$ cat config.mk
export PLATFORM = sky130hd
export DESIGN_NAME = mem_arbiter_flat
export DESIGN_NICKNAME = d
export VERILOG_FILES = /design/src/rtl/mem_arb_pkg.sv /design/src/rtl/mem_arb_if.sv /design/src/rtl/mem_arb_pick.sv /design/src/rtl/mem_arbiter.sv /design/src/flat_wrapper.sv
export SDC_FILE = /design/constraint.sdc
export NUM_CORES = 1
export LEC_CHECK = 0
export ABC_AREA = 1
export CORE_MARGIN = 2
export CORE_UTILIZATION = 35
export DETAILED_ROUTE_END_ITERATION = 8
export DONT_BUFFER_PORTS = 1
export GPL_TIMING_DRIVEN = 0
export PLACE_DENSITY = 0.5
export SLEW_MARGIN = 20
export SYNTH_ARGS = -nofsm -noshare
export SYNTH_HDL_FRONTEND = slang
export SYNTH_HIERARCHICAL = 1
export SYNTH_SLANG_ARGS = --single-unit
$ cat constraint.sdc
create_clock -name clk -period 2.39 [get_ports clk]
set_input_delay 0.717 -clock clk [delete_from_list [all_inputs] [get_ports clk]]
set_output_delay 0.717 -clock clk [all_outputs]
set_load 0.02 [all_outputs]
$ cat src/rtl/mem_arb_pkg.sv
// Shared types and defaults for the two-to-four requester memory arbiter.
// Build option: MEM_ARB_RR_EN selects round-robin arbitration.
package mem_arb_pkg;

    typedef enum logic [1:0] {
        IDLE,
        ACCESS,
        RESP
    } mem_arb_state_t;

    localparam int MEM_ARB_AW       = 4;
    localparam int MEM_ARB_DW       = 8;
    localparam int MEM_ARB_MAX_NREQ = 4;

    // Width of a requester index; never zero so a one-bit field always exists.
    function automatic int idx_w(input int n);
        return (n > 1) ? $clog2(n) : 1;
    endfunction

endpackage

$ cat src/rtl/mem_arb_if.sv
// Requester and memory-side bundle of the arbiter.
// slave is the arbiter view; master is the requesters plus memory.
interface mem_arb_if #(
    parameter int NREQ = 2,
    parameter int AW   = 4,
    parameter int DW   = 8
);

    logic [NREQ-1:0]    req_valid;
    logic [NREQ-1:0]    req_ready;
    logic [NREQ-1:0]    req_wr;
    logic [NREQ*AW-1:0] req_addr;
    logic [NREQ*DW-1:0] req_wdata;
    logic [NREQ-1:0]    rsp_valid;
    logic [DW-1:0]      rsp_rdata;
    logic               mem_wr_en;
    logic [AW-1:0]      mem_addr;
    logic [DW-1:0]      mem_wdata;
    logic [DW-1:0]      mem_rdata;

    modport slave (
        input  req_valid, req_wr, req_addr, req_wdata, mem_rdata,
        output req_ready, rsp_valid, rsp_rdata,
        output mem_wr_en, mem_addr, mem_wdata
    );

    modport master (
        output req_valid, req_wr, req_addr, req_wdata, mem_rdata,
        input  req_ready, rsp_valid, rsp_rdata,
        input  mem_wr_en, mem_addr, mem_wdata
    );

endinterface

$ cat src/rtl/mem_arb_pick.sv
// Combinational grant picker: one-hot grant plus index.
// MEM_ARB_RR_EN: search from ptr+1; otherwise lowest index wins.
module mem_arb_pick
    import mem_arb_pkg::*;
#(
    parameter int NREQ = 2,
    parameter int IW   = idx_w(NREQ)
) (
    input  logic [NREQ-1:0] req,
    input  logic [IW-1:0]   ptr,
    output logic [NREQ-1:0] gnt,
    output logic [IW-1:0]   gnt_idx
);

`ifdef MEM_ARB_RR_EN
    int j;

    // Walk from the farthest slot back; the closest to ptr+1 wins.
    always_comb begin
        gnt     = '0;
        gnt_idx = '0;
        j       = 0;
        for (int k = NREQ - 1; k >= 0; k--) begin
            j = int'(ptr) + 1 + k;
            if (j >= NREQ) j = j - NREQ;
            if (j >= NREQ) j = j - NREQ;
            if (req[j]) begin
                gnt     = '0;
                gnt[j]  = 1'b1;
                gnt_idx = IW'(j);
            end
        end
    end
`else
    logic unused_ptr;

    assign unused_ptr = ^ptr;

    always_comb begin
        gnt     = '0;
        gnt_idx = '0;
        for (int k = NREQ - 1; k >= 0; k--) begin
            if (req[k]) begin
                gnt     = '0;
                gnt[k]  = 1'b1;
                gnt_idx = IW'(k);
            end
        end
    end
`endif

endmodule

$ cat src/rtl/mem_arbiter.sv
// Shares one single-port memory between NREQ requesters, one access per 3 cycles.
// MEM_ARB_RR_EN builds the last-grant pointer for round-robin picking.
module mem_arbiter
    import mem_arb_pkg::*;
#(
    parameter int NREQ = 2,
    parameter int AW   = MEM_ARB_AW,
    parameter int DW   = MEM_ARB_DW
) (
    input logic      clk,
    input logic      rst,
    mem_arb_if.slave bus
);

    localparam int IW = idx_w(NREQ);

    mem_arb_state_t  state;
    mem_arb_state_t  state_nx;

    logic [NREQ-1:0] gnt;
    logic [IW-1:0]   gnt_idx;
    logic [IW-1:0]   ptr;
    logic            hs;
    logic [NREQ-1:0] ready;
    logic [NREQ-1:0] rsp;
    logic            wr_en;

    logic [IW-1:0]   g_q;
    logic            wr_q;
    logic [AW-1:0]   addr_q;
    logic [DW-1:0]   wdata_q;
    logic [DW-1:0]   rdata_q;

    mem_arb_pick #(
        .NREQ (NREQ)
    ) u_pick (
        .req     (bus.req_valid),
        .ptr     (ptr),
        .gnt     (gnt),
        .gnt_idx (gnt_idx)
    );

`ifdef MEM_ARB_RR_EN
    logic [IW-1:0] ptr_q;

    always_ff @(posedge clk or posedge rst) begin
        if (rst) begin
            ptr_q <= '0;
        end else if (hs) begin
            ptr_q <= gnt_idx;
        end
    end

    assign ptr = ptr_q;
`else
    assign ptr = '0;
`endif

    always_ff @(posedge clk or posedge rst) begin
        if (rst) begin
            state <= IDLE;
        end else begin
            state <= state_nx;
        end
    end

    // The picker only grants valid requesters, so a grant is a handshake.
    always_comb begin
        state_nx = state;
        ready    = '0;
        rsp      = '0;
        wr_en    = 1'b0;
        hs       = 1'b0;
        unique case (state)
            IDLE: begin
                if (!rst && |gnt) begin
                    ready    = gnt;
                    hs       = 1'b1;
                    state_nx = ACCESS;
                end
            end
            ACCESS: begin
                wr_en    = wr_q;
                state_nx = RESP;
            end
            RESP: begin
                rsp[g_q] = 1'b1;
                state_nx = IDLE;
            end
            default: begin
                state_nx = IDLE;
            end
        endcase
    end

    always_ff @(posedge clk or posedge rst) begin
        if (rst) begin
            g_q     <= '0;
            wr_q    <= 1'b0;
            addr_q  <= '0;
            wdata_q <= '0;
            rdata_q <= '0;
        end else begin
            if (hs) begin
                g_q     <= gnt_idx;
                wr_q    <= bus.req_wr[gnt_idx];
                addr_q  <= bus.req_addr[gnt_idx*AW +: AW];
                wdata_q <= bus.req_wdata[gnt_idx*DW +: DW];
            end
            if (state == RESP && !wr_q) begin
                rdata_q <= bus.mem_rdata;
            end
        end
    end

    assign bus.req_ready = ready;
    assign bus.rsp_valid = rsp;
    assign bus.rsp_rdata = rdata_q;
    assign bus.mem_wr_en = wr_en;
    assign bus.mem_addr  = addr_q;
    assign bus.mem_wdata = wdata_q;

endmodule

$ cat src/flat_wrapper.sv
// flat-port wrapper written by rule: the top's interface ports become plain ports
module mem_arbiter_flat import mem_arb_pkg::*;
#(
    parameter int NREQ = 2,
    parameter int AW   = MEM_ARB_AW,
    parameter int DW   = MEM_ARB_DW
)
  (clk, rst, bus_req_valid, bus_req_wr, bus_req_addr, bus_req_wdata, bus_mem_rdata, bus_req_ready, bus_rsp_valid, bus_rsp_rdata, bus_mem_wr_en, bus_mem_addr, bus_mem_wdata);
  mem_arb_if #(.NREQ(NREQ), .AW(AW), .DW(DW)) bus_i ();
  input logic clk;
  input logic rst;
  input wire logic [$bits(bus_i.req_valid)-1:0] bus_req_valid;
  input wire logic [$bits(bus_i.req_wr)-1:0] bus_req_wr;
  input wire logic [$bits(bus_i.req_addr)-1:0] bus_req_addr;
  input wire logic [$bits(bus_i.req_wdata)-1:0] bus_req_wdata;
  input wire logic [$bits(bus_i.mem_rdata)-1:0] bus_mem_rdata;
  output wire logic [$bits(bus_i.req_ready)-1:0] bus_req_ready;
  output wire logic [$bits(bus_i.rsp_valid)-1:0] bus_rsp_valid;
  output wire logic [$bits(bus_i.rsp_rdata)-1:0] bus_rsp_rdata;
  output wire logic [$bits(bus_i.mem_wr_en)-1:0] bus_mem_wr_en;
  output wire logic [$bits(bus_i.mem_addr)-1:0] bus_mem_addr;
  output wire logic [$bits(bus_i.mem_wdata)-1:0] bus_mem_wdata;
  assign bus_i.req_valid = bus_req_valid;
  assign bus_i.req_wr = bus_req_wr;
  assign bus_i.req_addr = bus_req_addr;
  assign bus_i.req_wdata = bus_req_wdata;
  assign bus_i.mem_rdata = bus_mem_rdata;
  assign bus_req_ready = bus_i.req_ready;
  assign bus_rsp_valid = bus_i.rsp_valid;
  assign bus_rsp_rdata = bus_i.rsp_rdata;
  assign bus_mem_wr_en = bus_i.mem_wr_en;
  assign bus_mem_addr = bus_i.mem_addr;
  assign bus_mem_wdata = bus_i.mem_wdata;
  mem_arbiter #(.NREQ(NREQ), .AW(AW), .DW(DW)) u_core (.clk(clk), .rst(rst), .bus(bus_i));
endmodule
# == Word-level counts from Yosys, hierarchy flattened ==
# Index checks and enable logic that the tools add are counted.
# W data, S select, Z words.
# totals
mem_bits_rw,0
output_inout_bits,25
mem_bits_ro,0
latchBits,0
register_bits,24
mem_count,0
# classes
magnitude_cmp,3
shift,2
n_mux,16
mul,0
n_reduce_logical,7
div,0
bitwise,0
n_eq_ne,3
add_sub_neg,0
# op_table
op,count
$shiftx A16 B5 Y8,1
$mux W2,6
$mux W1,8
$shiftx A8 B4 Y4,1
$lt A1 B2 Y1 const B,2
$pmux W2 S2,1
$logic_and A1 B1 Y1,3
$eq A2 B1 Y1 const B,1
$eq A2 B2 Y1 const B,1
$logic_not A1 Y1,2
$logic_not A2 Y1,1
$ne A2 B1 Y1 const B,1
$reduce_or A2 Y1,1
$demux W1 S1,1
$ge A1 B1 Y1 const B,1

# == Logic depth before layout (Yosys ltp) ==
# depth
ltp_word,6
ltp_mapped,9
mapped_depth_nobuf,7

# == Hierarchy ==
# The synthesis kept the hierarchy.
# modules_own_cells
module,cells_per_inst,area_each_um2,instances
mem_arbiter,159,1182.4,1
mem_arb_pick,4,25.0,1

# == Worst setup path after synthesis ==
# No wires, ideal clock.
# synth_path
path_type,input -> output
startpoint,in rst
endpoint,out bus_req_ready[0]
path_stages,3
setup_slack_ps,-112
path_buffers,0
arrival_time_ps,1785
path_cell_list,inv_1 nand2_1 nor2_1
# synth_between
elab_chain_cells,4
# synth_rtl
item,line_no,source
"start, declared",flat_wrapper.sv:11,input logic rst;
$logic_not A1 Y1,mem_arbiter.sv:76,if (!rst && |gnt) begin
$logic_and A1 B1 Y1,mem_arbiter.sv:76,
$mux W2,mem_arbiter.sv:76,
$mux W2,mem_arbiter.sv:74,unique case (state)
"end, declared",flat_wrapper.sv:17,output wire logic [$bits(bus_i.req_ready)-1:0] bus_req_ready;
# No other way between the ends.

# == Final worst setup path ==
# layout_path
startpoint,reg u_core.state[1]
endpoint,out bus_req_ready[1]
# layout_between
elab_chain_cells,2
# layout_rtl
item,line_no,source
"start, declared",mem_arbiter.sv:17,mem_arb_state_t state;
"start signal, assigned",mem_arbiter.sv:63,state <= state_nx;
$logic_not A2 Y1,mem_arbiter.sv:74,
$mux W2,mem_arbiter.sv:74,
# No other way between the ends.

==> impl_metrics.env <==
export IMPL_min_period_ns=2.287
export IMPL_numCtsBuffers=3
export IMPL_final_common_cell="nand2_1"
export IMPL_pin_count=63
export IMPL_status="completed"
export IMPL_hold_path_class="in -> async"
export IMPL_port_buffers=0
export IMPL_setup_violations_final=0
export IMPL_overflow=0
export IMPL_wire_per_inst_um=12.65
export IMPL_first_pass_iters=4
export IMPL_max_cap_violations=0
export IMPL_worstMarginPinSlew_ns=0.6613
export IMPL_diodes=0
export IMPL_die_w_um=62.65
export IMPL_drtIter0Drc=38
export IMPL_fillCellCount=358
export IMPL_power_density_nw_per_um2=946.6
export IMPL_startpoint="u_core/state[1]"
export IMPL_cts_sinks=24
export IMPL_cp_end_kind="primary output"
export IMPL_start_util=0.3636
export IMPL_die_area_sq_um=3924
export IMPL_rsz0062_at_grt="no"
export IMPL_crit_required_ns=1.67
export IMPL_vias=985
export IMPL_synth_avg_cell_area_sq_um=7.430
export IMPL_placementRows=21
export IMPL_grt_use_total=0.1450
export IMPL_cts_tree="built"
export IMPL_arrival_ns=1.57
export IMPL_start_kind="flip-flop"
export IMPL_drive_above_1_share=0.1198
export IMPL_die_y_um=62.65
export IMPL_clockBufferDepth=2
export IMPL_ys_warn_count=6
export IMPL_final_setup_tns_ns=0
export IMPL_finalWirelength_mm=2.694
export IMPL_syn_area_sq_um=1204
export IMPL_grt_max_degree=28
export IMPL_clock_latency_ns=0.32
export IMPL_finalClockSkew_ns=0.006234
export IMPL_postSynthCellCount=162
export IMPL_grt_pass1_vias=968
export IMPL_hold_violations=0
export IMPL_synth_nets=200
export IMPL_hpwlAfterDp_mm=1.934
export IMPL_drv_slew=0
export IMPL_r2r_start="u_core/state[1]"
export IMPL_multi_input_area_sq_um=484.2
export IMPL_cts_hold_buf=0
export IMPL_viasPerCell=4.624
export IMPL_grt_pass1_wl_mm=4.464
export IMPL_cp_max_fo=10
export IMPL_coreArea_sq_um=3311
export IMPL_cts_root_buf="clkbuf_4"
export IMPL_preCtsSetupSlack_ns=0.02724
export IMPL_ant_nets=0
export IMPL_reg2reg_depth=5
export IMPL_antenna_found_initial=0
export IMPL_cts_max_level=1
export IMPL_fmax_mhz=437.2
export IMPL_drcViolationCount=0
export IMPL_mostFrequentLayoutCells="80 x nand2_1, 24 x dfrtp_1, 17 x inv_1, 14 x nand3_1, 8 x o21ai_1"
export IMPL_area_growth_pct=10.29
export IMPL_relSlewSlack=0.5557
export IMPL_post_route_period_util=0.9570
export IMPL_ir_drop_mv=0.4471
export IMPL_ff_latch_area_sq_um=600.6
export IMPL_nets=206
export IMPL_gp_routability_congestion=0.8008
export IMPL_path_clk_slew_ns=0.14
export IMPL_p_leak_nw=0.7457
export IMPL_critPathKind="reg -> out"
export IMPL_setup_slack_ns=0.1028
==> routing by layer <==
layer	vias up	global-route usage	routed length, um
met4	0	0.05833	36
met2	39	0.2460	1277
met5	-	0	0
met1	445	0.1772	1212
li1	497	-	-
met3	4	0.03423	168
==> registers in the layout, indices dropped and copies added (netlist names) <==
signal	count
u_core/state	2
u_core/bus.rsp_rdata	8
u_core/wr_q	1
u_core/bus.mem_addr	4
u_core/bus.mem_wdata	8
u_core/g_q	1
==> worst paths after layout <==
check | end | slack [ns]
min | u_core/bus.rsp_rdata[3] | 0.21
min reg2reg | u_core/wr_q | 0.50
min in group clk | u_core/wr_q | 0.50
max in group asynchronous | u_core/bus.mem_addr[1] | 1.77
max reg2reg | u_core/bus.mem_wdata[4] | 1.15
max | bus_req_ready[1] | 0.10
==> final cells by class <==
type,instances,area share
Sequential cell,24,0.4524
Multi-Input combinational cell,112,0.3648
Inverter,18,0.05372
Tap cell,46,0.04336
Buffer,8,0.04241
Clock inverter,1,0.02262
Clock buffer,3,0.01697
Timing Repair inverter,1,0.003770
==> per-stage QoR <==
| stage | cell area, sq um | hold slack [ns] | power [mW] | utilization | instances |
|---|---|---|---|---|---|
| after global routing | 1328 | 0.2097 | 1.346 | 0.4010 | 213 |
| after global placement | 1265 | 0.4661 | 0.9656 | 0.3821 | 208 |
| after detailed placement | 1265 | 0.4672 | 0.9754 | 0.3821 | 208 |
| after CTS | 1318 | 0.3198 | 1.275 | 0.3980 | 212 |
| final | 1328 | 0.2112 | 1.257 | 0.4010 | 213 |
| after floorplan | 1207 | 0.4491 | 0.9140 | - | 162 |
==> power breakdown <==
group	internal (mW)	total (mW)	switching (mW)
Combinational	0.0845	0.218	0.133
Clock	0.170	0.296	0.126
Sequential	0.523	0.743	0.220
==> critical path: stages, from the launching register on <==
cell and delay (ns):
dfrtp_1 0.47, nor2_4 0.24, buf_4 0.22, inv_1 0.09, nor2_2 0.22
==> repair_timing <==
item | in CTS | in global routing
buffers inserted | 0 | 0
gates resized for setup | 0 | 2
setup endpoints to repair | 0 | 2
Power figures use the tool's default switching activity.
